--- src/rtl/player_sprite_writer_pkg.sv ---
// Shared video constants, writer FSM state type and the optional sprite bitmap ROM.
// The bitmap ROM is compiled in only when PLAYER_BITMAP_EN is defined.
package player_sprite_writer_pkg;

    localparam int unsigned COLS        = 640;
    localparam int unsigned ROWS        = 480;
    localparam int unsigned COLOR_DEPTH = 9;

    localparam logic [COLOR_DEPTH-1:0] BG_COLOR     = 9'b000000000;
    localparam logic [COLOR_DEPTH-1:0] PLAYER_COLOR = 9'b111111000;

    typedef enum logic [2:0] {
        StIdle,
        StLatch,
        StErase,
        StDraw,
        StDone
    } wr_state_e;

`ifdef PLAYER_BITMAP_EN
    // One row per entry, bit index = sprite column.
    localparam logic [7:0] PLAYER_BITMAP [8] = '{
        8'b00111100,
        8'b01111110,
        8'b11011011,
        8'b11111111,
        8'b11111111,
        8'b01100110,
        8'b11000011,
        8'b10000001
    };

    function automatic logic bitmap_bit(input logic [2:0] row, input logic [2:0] col);
        return PLAYER_BITMAP[row][col];
    endfunction
`endif

endpackage

--- src/rtl/sprite_scan_counter.sv ---
// Row-major column/row scanner over a SPRITE_W x SPRITE_H rectangle. Pixel and clip outputs
// describe the slot the counter moves to at the next edge; o_last describes the current slot.
module sprite_scan_counter
    import player_sprite_writer_pkg::*;
#(
    parameter int unsigned nX       = 10,
    parameter int unsigned nY       = 9,
    parameter int unsigned SPRITE_W = 8,
    parameter int unsigned SPRITE_H = 8
) (
    input  logic          i_clk,
    input  logic          i_resetn,
    input  logic [nX-1:0] i_origin_x,
    input  logic [nY-1:0] i_origin_y,
    input  logic          i_start,
    input  logic          i_advance,
    output logic [nX:0]   o_px_x,
    output logic [nY:0]   o_px_y,
    output logic          o_clipped,
    output logic          o_last
);

    localparam int unsigned CW = (SPRITE_W > 1) ? $clog2(SPRITE_W) : 1;
    localparam int unsigned RW = (SPRITE_H > 1) ? $clog2(SPRITE_H) : 1;

    logic [CW-1:0] r_col, w_col_nxt;
    logic [RW-1:0] r_row, w_row_nxt;

    always_comb begin
        w_col_nxt = r_col;
        w_row_nxt = r_row;
        if (i_start) begin
            w_col_nxt = '0;
            w_row_nxt = '0;
        end else if (i_advance) begin
            if (r_col == CW'(SPRITE_W - 1)) begin
                w_col_nxt = '0;
                w_row_nxt = r_row + 1'b1;
            end else begin
                w_col_nxt = r_col + 1'b1;
            end
        end
    end

    // One extra bit so a sprite hanging off the right/bottom edge cannot wrap the compare.
    assign o_px_x    = {1'b0, i_origin_x} + (nX+1)'(w_col_nxt);
    assign o_px_y    = {1'b0, i_origin_y} + (nY+1)'(w_row_nxt);
    assign o_clipped = (o_px_x >= (nX+1)'(COLS)) || (o_px_y >= (nY+1)'(ROWS));
    assign o_last    = (r_col == CW'(SPRITE_W - 1)) && (r_row == RW'(SPRITE_H - 1));

    always_ff @(posedge i_clk or negedge i_resetn) begin
        if (!i_resetn) begin
            r_col <= '0;
            r_row <= '0;
        end else begin
            r_col <= w_col_nxt;
            r_row <= w_row_nxt;
        end
    end

endmodule

--- src/rtl/player_sprite_writer.sv ---
// Once per frame (vsync fall) erases the player sprite at its old spot and redraws it.
// Define PLAYER_BITMAP_EN to draw from the bitmap ROM instead of a solid rectangle.
module player_sprite_writer
    import player_sprite_writer_pkg::*;
#(
    parameter int unsigned nX       = 10,
    parameter int unsigned nY       = 9,
    parameter int unsigned Mn       = 19,
    parameter int unsigned SPRITE_W = 8,
    parameter int unsigned SPRITE_H = 8
) (
    input  logic                   vga_clock,
    input  logic                   resetn,
    input  logic                   vga_vs_n,
    input  logic [nX-1:0]          player_x,
    input  logic [nY-1:0]          player_y,
    input  logic                   mem_ready,
    output logic                   write_en,
    output logic [Mn-1:0]          write_address,
    output logic [COLOR_DEPTH-1:0] write_color,
    output logic                   busy,
    output logic                   done
);

    wr_state_e r_state;
    logic      r_vs, r_vs_prev, r_pending, r_old_valid;
    logic      r_busy, r_done, r_write_en;
    logic [Mn-1:0]          r_write_address;
    logic [COLOR_DEPTH-1:0] r_write_color;
    logic [nX-1:0] r_old_x, r_new_x, w_org_x;
    logic [nY-1:0] r_old_y, r_new_y, w_org_y;

    logic          w_trigger, w_same, w_slot_done, w_start, w_advance, w_draw_slot;
    logic          w_clipped, w_last, w_pix_we;
    logic [nX:0]   w_px_x;
    logic [nY:0]   w_px_y;
    logic [Mn-1:0] w_addr;

    assign w_trigger   = r_vs_prev & ~r_vs;
    assign w_same      = r_old_valid && (player_x == r_old_x) && (player_y == r_old_y);
    // A slot ends when nothing is requested (clipped/transparent) or the write is taken.
    assign w_slot_done = ~r_write_en | mem_ready;

    always_comb begin
        w_start     = 1'b0;
        w_advance   = 1'b0;
        w_draw_slot = 1'b1;
        w_org_x     = r_new_x;
        w_org_y     = r_new_y;
        case (r_state)
            StLatch: begin
                w_start = 1'b1;
                if (r_old_valid) begin
                    w_draw_slot = 1'b0;
                    w_org_x     = r_old_x;
                    w_org_y     = r_old_y;
                end else begin
                    w_org_x = player_x;
                    w_org_y = player_y;
                end
            end
            StErase: begin
                w_draw_slot = 1'b0;
                w_org_x     = r_old_x;
                w_org_y     = r_old_y;
                if (w_slot_done && w_last) begin
                    w_start     = 1'b1;
                    w_draw_slot = 1'b1;
                    w_org_x     = r_new_x;
                    w_org_y     = r_new_y;
                end else if (w_slot_done) begin
                    w_advance = 1'b1;
                end
            end
            StDraw: w_advance = w_slot_done & ~w_last;
            default: ;
        endcase
    end

    sprite_scan_counter #(
        .nX       (nX),
        .nY       (nY),
        .SPRITE_W (SPRITE_W),
        .SPRITE_H (SPRITE_H)
    ) u_scan (
        .i_clk      (vga_clock),
        .i_resetn   (resetn),
        .i_origin_x (w_org_x),
        .i_origin_y (w_org_y),
        .i_start    (w_start),
        .i_advance  (w_advance),
        .o_px_x     (w_px_x),
        .o_px_y     (w_px_y),
        .o_clipped  (w_clipped),
        .o_last     (w_last)
    );

    assign w_addr = Mn'(w_px_y) * Mn'(COLS) + Mn'(w_px_x);

`ifdef PLAYER_BITMAP_EN
    logic w_bit;
    assign w_bit    = bitmap_bit(3'(w_px_y - {1'b0, w_org_y}), 3'(w_px_x - {1'b0, w_org_x}));
    assign w_pix_we = ~w_clipped & (~w_draw_slot | w_bit);
`else
    assign w_pix_we = ~w_clipped;
`endif

    always_ff @(posedge vga_clock or negedge resetn) begin
        if (!resetn) begin
            r_state         <= StIdle;
            r_vs            <= 1'b0;
            r_vs_prev       <= 1'b0;
            r_pending       <= 1'b0;
            r_old_valid     <= 1'b0;
            r_old_x         <= '0;
            r_old_y         <= '0;
            r_new_x         <= '0;
            r_new_y         <= '0;
            r_busy          <= 1'b0;
            r_done          <= 1'b0;
            r_write_en      <= 1'b0;
            r_write_address <= '0;
            r_write_color   <= '0;
        end else begin
            r_vs      <= vga_vs_n;
            r_vs_prev <= r_vs;
            r_done    <= 1'b0;
            if (w_trigger && r_busy) r_pending <= 1'b1;
            case (r_state)
                StIdle: begin
                    if (w_trigger) begin
                        r_state <= StLatch;
                        r_busy  <= 1'b1;
                    end
                end
                StLatch: begin
                    r_new_x <= player_x;
                    r_new_y <= player_y;
                    if (w_same) begin
                        r_state <= StDone;
                        r_done  <= 1'b1;
                    end else begin
                        r_state         <= r_old_valid ? StErase : StDraw;
                        r_write_en      <= w_pix_we;
                        r_write_address <= w_addr;
                        r_write_color   <= w_draw_slot ? PLAYER_COLOR : BG_COLOR;
                    end
                end
                StErase: begin
                    if (w_slot_done) begin
                        if (w_last) r_state <= StDraw;
                        r_write_en      <= w_pix_we;
                        r_write_address <= w_addr;
                        r_write_color   <= w_draw_slot ? PLAYER_COLOR : BG_COLOR;
                    end
                end
                StDraw: begin
                    if (w_slot_done && w_last) begin
                        r_state     <= StDone;
                        r_done      <= 1'b1;
                        r_write_en  <= 1'b0;
                        r_old_x     <= r_new_x;
                        r_old_y     <= r_new_y;
                        r_old_valid <= 1'b1;
                    end else if (w_slot_done) begin
                        r_write_en      <= w_pix_we;
                        r_write_address <= w_addr;
                        r_write_color   <= PLAYER_COLOR;
                    end
                end
                StDone: begin
                    if (r_pending || w_trigger) begin
                        r_state   <= StLatch;
                        r_pending <= 1'b0;
                    end else begin
                        r_state <= StIdle;
                        r_busy  <= 1'b0;
                    end
                end
                default: r_state <= StIdle;
            endcase
        end
    end

    assign write_en      = r_write_en;
    assign write_address = r_write_address;
    assign write_color   = r_write_color;
    assign busy          = r_busy;
    assign done          = r_done;

endmodule
--- config.mk ---
export PLATFORM = sky130hd
export DESIGN_NAME = player_sprite_writer
export DESIGN_NICKNAME = d
export VERILOG_FILES = /design/src/rtl/player_sprite_writer_pkg.sv /design/src/rtl/sprite_scan_counter.sv /design/src/rtl/player_sprite_writer.sv
export SDC_FILE = /design/constraint.sdc
export NUM_CORES = 1
export LEC_CHECK = 0
export CAP_MARGIN = 20
export CORE_MARGIN = 1
export CORE_UTILIZATION = 30
export CTS_BUF_LIST = sky130_fd_sc_hd__clkbuf_4
export CTS_CLUSTER_SIZE = 40
export DETAILED_ROUTE_END_ITERATION = 8
export DONT_BUFFER_PORTS = 1
export GPL_TIMING_DRIVEN = 1
export HOLD_SLACK_MARGIN = 0.15
export SYNTH_ARGS = -nofsm -noshare
export SYNTH_HDL_FRONTEND = slang
export SYNTH_HIERARCHICAL = 1
export SYNTH_SLANG_ARGS = --single-unit
--- constraint.sdc ---
create_clock -name vga_clock -period 8.51 [get_ports vga_clock]
set_input_delay 1.702 -clock vga_clock [delete_from_list [all_inputs] [get_ports vga_clock]]
set_output_delay 1.702 -clock vga_clock [all_outputs]
set_load 0.01 [all_outputs]
# Word level (Yosys, flattened, before mapping)
# Cells that the tools add are included.
[classes]
add_sub_neg = 5
multipliers = 1
magnitude_cmp = 2
eq_ne = 16
muxes = 49
bitwise = 7
reduce_logical = 16
[op_table]
columns = ["cell", "count"]
rows = [
  ["9-bit two-way mux", 7],
  ["19-bit two-way mux", 3],
  ["19-bit case mux with 3 select lines", 1],
  ["3-bit two-way mux", 11],
  ["9-bit case mux with 3 select lines", 1],
  ["10-bit two-way mux", 2],
  ["10-bit case mux with 2 select lines", 1],
  ["19-bit by 11-bit adder with 19-bit output", 1],
  ["9-bit case mux with 2 select lines", 1],
  ["2-bit inequality test, second input constant", 8],
  ["1-bit two-way mux", 15],
  ["3-bit case mux with 5 select lines", 1],
  ["10-bit by 3-bit multiplier with 12-bit output, second input constant", 1],
  ["10-bit by 3-bit adder with 11-bit output", 1],
  ["11-bit by 10-bit greater-or-equal comparator with 1-bit output, second input constant", 1],
  ["9-bit by 3-bit adder with 10-bit output", 1],
  ["10-bit == test", 1],
  ["10-bit by 9-bit greater-or-equal comparator with 1-bit output, second input constant", 1],
  ["1-bit case mux with 2 select lines", 5],
  ["3-bit == test, second input constant", 3],
  ["9-bit == test", 1],
  ["3-bit by 1-bit adder with 3-bit output, second input constant", 2],
  ["3-bit by 2-bit == test with 1-bit output, second input constant", 2],
  ["3-bit AND reduction", 2],
  ["other kinds (13)", 23],
]
[totals]
regBits = 82
output_inout_bits = 31

# Longest topological paths before layout
[logic_depth]
ltp_word = 14
ltp_mapped = 25
mapped_depth_nobuf = 23

# Hierarchy
# The synthesis kept the hierarchy.
[by_module_without_submodules]
columns = ["module", "instances", "cells_per_inst", "area_each_um2", "seq_area_each_um2"]
rows = [
  ["player_sprite_writer", 1, 376, 4105.2, 1701.6],
  ["sprite_scan_counter", 1, 106, 890.9, 150.1],
]

# Worst setup path after synthesis
# Ideal clock, no wire load.
[synth_timing]
kind = "input to register"
start = "in mem_ready"
end = "reg r_write_address[18], in the netlist write_address[18]"
arrival_time_ps = 5921
required_ps = 8369
path_slack_ps = 2447
cell_stages = 21
cell_sequence = "nand2b_1 nand2_1 nand2_1 a21oi_1 clkbuf_1 a222oi_1 inv_1 ha_1 inv_1 fa_1 nand2b_1 a21boi_0 xor2_1 ha_1 fa_1 xnor2_2 a2111oi_2 o211ai_2 nor4_2 a21o_1 a31oi_1"
[synth_between]
word_cells_on_any_way = 26
[synth_rtl]
columns = ["element", "line_no", "rtl"]
rows = [
  ["start, declared", "player_sprite_writer.sv:17", "input logic mem_ready,"],
  ["1-bit OR (*)", "player_sprite_writer.sv:42", "assign w_slot_done = ~r_write_en | mem_ready;"],
  ["1-bit logical AND (*)", "player_sprite_writer.sv:66", "if (w_slot_done && w_last) begin"],
  ["9-bit two-way mux (*)", "player_sprite_writer.sv:66", ""],
  ["9-bit case mux with 2 select lines (*)", "player_sprite_writer.sv:50", "case (r_state)"],
  ["named net w_org_y[0]", "player_sprite_writer.sv:31", "logic [nY-1:0] r_old_y, r_new_y, w_org_y;"],
  ["9-bit by 3-bit adder with 10-bit output (*)", "sprite_scan_counter.sv:47", "assign o_px_y = {1'b0, i_origin_y} + (nY+1)'(w_row_nxt);"],
  ["named net w_px_y[4]", "player_sprite_writer.sv:36", "logic [nY:0] w_px_y;"],
  ["10-bit by 3-bit multiplier with 12-bit output (*)", "player_sprite_writer.sv:98", "assign w_addr = Mn'(w_px_y) * Mn'(COLS) + Mn'(w_px_x);"],
  ["19-bit by 11-bit adder with 19-bit output (*)", "player_sprite_writer.sv:98", ""],
  ["19-bit two-way mux", "player_sprite_writer.sv:150, player_sprite_writer.sv:165", ""],
  ["19-bit two-way mux", "player_sprite_writer.sv:158", "if (w_slot_done && w_last) begin"],
  ["19-bit case mux with 3 select lines (*)", "player_sprite_writer.sv:129", "case (r_state)"],
  ["end signal, assigned", "player_sprite_writer.sv:145", "r_write_address <= w_addr;"],
  ["end signal, assigned", "player_sprite_writer.sv:153", "r_write_address <= w_addr;"],
  ["end signal, assigned", "player_sprite_writer.sv:167", "r_write_address <= w_addr;"],
  ["end, declared", "player_sprite_writer.sv:28", "logic [Mn-1:0] r_write_address;"],
]
# Mark *: on every way through the listed nets, which the timed path passes. The rest lies on a longest branch. The select of a mux whose other input is x is not followed.
# A chain may end at the register's enable or synchronous reset.

# Final worst setup path
# Ends and elaborated chain as after synthesis.

==> impl_metrics.yaml <==
setup_path:
  crit_start: "mem_ready"
  critical_path_class: "input pin to flip-flop"
  worstPathRequired_ps: 8810
  r2r_slack_ps: 2650
  crit_fanout: 11
  crit_family: "compound AO/OA/AOI/OAI gates"
  worst-path-stages: 20
  worstSetupEndpointType: "flip-flop"
  cp-start-kind: "input pin"
  max_stage_delay_ps: 660
  cp.arrival_ps: 6580
  r2r_end: "write_address[18]"
  path_buf_inv: 2
  crit_end: "write_address[18]"
  slowest_stage: "a21oi_1"
  reg2reg_depth: 22
  r2r-start: "u_scan/r_col[0]"
  path_cells: "nand2b_1, nand2_1, nand2_1, a21oi_1, a222oi_1, inv_1, ha_1, inv_1, fa_1, nand2b_1, a21boi_0, xor2_1, ha_1, fa_1, xnor2_2, a2111oi_2, o211ai_2, nor4_2, a21o_1, a31oi_1"
logic_synthesis:
  netlist_instances: 482
  synth_compound_area_share_pct: 15.4
  syn_area_um2: 5000
  synth-async-reset-ratio_pct: 100
  synthAdderAreaFrac_pct: 9.37
  synthTopCellsByArea: "dfrtp_1 (37%), mux2_2 (9.5%), ha_1 (7.8%), xnor2_1 (5.4%), a222oi_1 (3.8%)"
  ys_types: 73
  yosys_register_bits: 74
  ys_dominant_reg_cell: "dfrtp_1"
  yosysWarnings: 6
  synth_mux_area_share_pct: 11.6
  synth_area_per_cell_um2: 10.4
  synth_top_area_share_pct: 37.1
  synth_edf_count: 0
  synthSimpleGateAreaFrac_pct: 11.9
  yosysTopAreaCell: "dfrtp_1"
  yosysSeqAreaShare_pct: 37.1
  synth_top_family_by_area: "compound AO/OA/AOI/OAI gates"
  synthXorXnorAreaFrac_pct: 8.72
floorplan:
  rows: 46
  die_h_um: 131
  die_w_um: 131
  dieArea_um2: 17200
  coreArea_um2: 16100
  start_util_pct: 31.1
  pin_count: 54
placed_design:
  dpl.hpwl_um: 8490
  placement.io_buffers: 0
  gp_congestion: 0.774
clock_tree:
  ctsLongestPathBuffers: 2
  htree_num_levels: 3
  cts_resized: 0
  numCtsBuffers: 9
  clk-insertion-delay-late_ps: 450
  postCtsHoldBufs: 0
  cts.sinks: 74
  root_buffer: "clkbuf_4"
  cts.clk_slew.worst_paths_ps: 130
  post_cts.repair.setup_buffers: 0
  cts_tree: "yes"
detailed_routing:
  drc_errors: 0
  wl_met2_um: 5210
  routed_wl_um: 11500
  vias: 3594
  first_pass_iters: 6
  first_iter_violations: 295
  drt-met1-wl_um: 5250
  met3_length_um: 751
  routed.top_layer: "met4"
  detail-route-antenna-nets: 0
  viasPerCell: 5.19
  wire_per_inst_um: 16.6
sta:
  max_freq_mhz: 159
  tns_ps: 0
  tightestPinTransition_ps: 840
  hold_viol_final: 0
  setup_viol: 0
  slew_headroom_pct: 44.0
  skew_ps: 18.4
  finalMaxSlewViolations: 0
  period_minus_slack_ps: 6270
  rsz0062_at_grt: "no"
  fin_crit_sh_pct: 73.7
layout:
  fin_nets: 531
  layout_common_cells: "dfrtp_1 (74), mux2_2 (42), inv_1 (38)"
  synthToLayoutAreaGrowth_pct: 6.66
  layout-drive-gt1-share_pct: 17.6
  final_common_cell: "dfrtp_1"
grt:
  antenna_found_initial: 0
  gr-total-overflow: 0
  grt_max_degree: 75
  grt_usage_pct: 14.6
  grt_pass1_vias: 3613
  grt_pass1_wl_um: 18800
hold_path:
  hp-class: "flip-flop to flip-flop"
job:
  cap_violations: 0
outcome:
  outcome: "complete, no violations"
-- layout make-up --
class | instances | area, um2
inverter | 38 | 143
sequential | 74 | 1850
tap | 216 | 270
fill | 1636 | 10700
clock buffer | 9 | 67.6
antenna | 1 | 2.50
multi-input combinational | 346 | 2860
clock inverter | 5 | 81.3
timing repair buffer | 4 | 50.0
-- worst register-to-register path: stages (launching register included) --
cell and delay [ps]:
dfrtp_1 410, ha_1 220, ha_1 230, and2_1 200, nand2_1 100, nand2_1 80
a21oi_1 660, a222oi_1 150, inv_1 110, ha_1 200, inv_1 60, fa_1 420
nand2b_1 190, a21boi_0 220, xor2_1 230, ha_1 310, fa_1 510, xnor2_2 200
a2111oi_2 430, o211ai_2 200, nor4_2 340, a21o_1 160, a31oi_1 70
-- worst min path at each step --
stage          from        end  slack (ps)  cells past startpoint
2_1_floorplan  r_vs  r_vs_prev         350                      0
3_3_place_gp   r_vs  r_vs_prev         370                      0
3_5_place_dp   r_vs  r_vs_prev         380                      0
4_1_cts        r_vs  r_vs_prev         400                      0
5_1_grt        r_vs  r_vs_prev         410                      0
6_report       r_vs  r_vs_prev         390                      0
-- synth_stat cells (all sizes together) (2+ instances only) --
cell,instances
nor2,29
o21ai,11
o22ai,2
nand3,11
o311ai,2
a21boi,3
ha,31
nor2b,7
and2,5
dfrtp,74
clkbuf,11
xnor2,33
a222oi,19
a311oi,2
inv,38
nor3,6
a31o,2
and3,3
nand2b,8
nor4,3
a211oi,2
a31oi,3
mux2i,4
a21oi,27
xor2,15
nand2,21
mux2,48
buf,15
a21o,10
nand4,8
nand3b,3
nor3b,2
a2111oi,3
fa,4
-- per-stage QoR --
step	setup slack (ps)	hold slack [ps]	cells	util, %	instance area (um2)
final	2240	393	693	33.2	5330
after global routing	1810	411	692	33.2	5330
after CTS	2290	398	690	33.0	5290
after detailed placement	1780	377	676	32.0	5140
after global placement	1870	366	676	32.0	5140
after floorplan	2450	354	484	-	5000
-- per-layer routing --
| metal | track usage (%) | up-vias |
|---|---|---|
| met4 | 6.69 | 0 |
| li1 | - | 1715 |
| met5 | 0 | - |
| met2 | 23.1 | 76 |
| met1 | 18.3 | 1785 |
| met3 | 4.26 | 18 |
-- flip-flops by register name, indices dropped and copies added (netlist names), 3 cells and up --
name and flops:
r_old_x 10, u_scan/r_col 3, r_new_x 10, write_address 19, u_scan/r_row 3, r_old_y 9, r_state 3, r_new_y 9
-- logic make-up after synthesis --
family,after synthesis
fa+ha+maj,35
buf+inv,64
mux,52
compound gates,98
xor+xnor,48
simple gates,110
other cells,1
flops,74
Power is not shown: default switching activity piles up to over one toggle a cycle in this logic, so the estimate is an artifact.
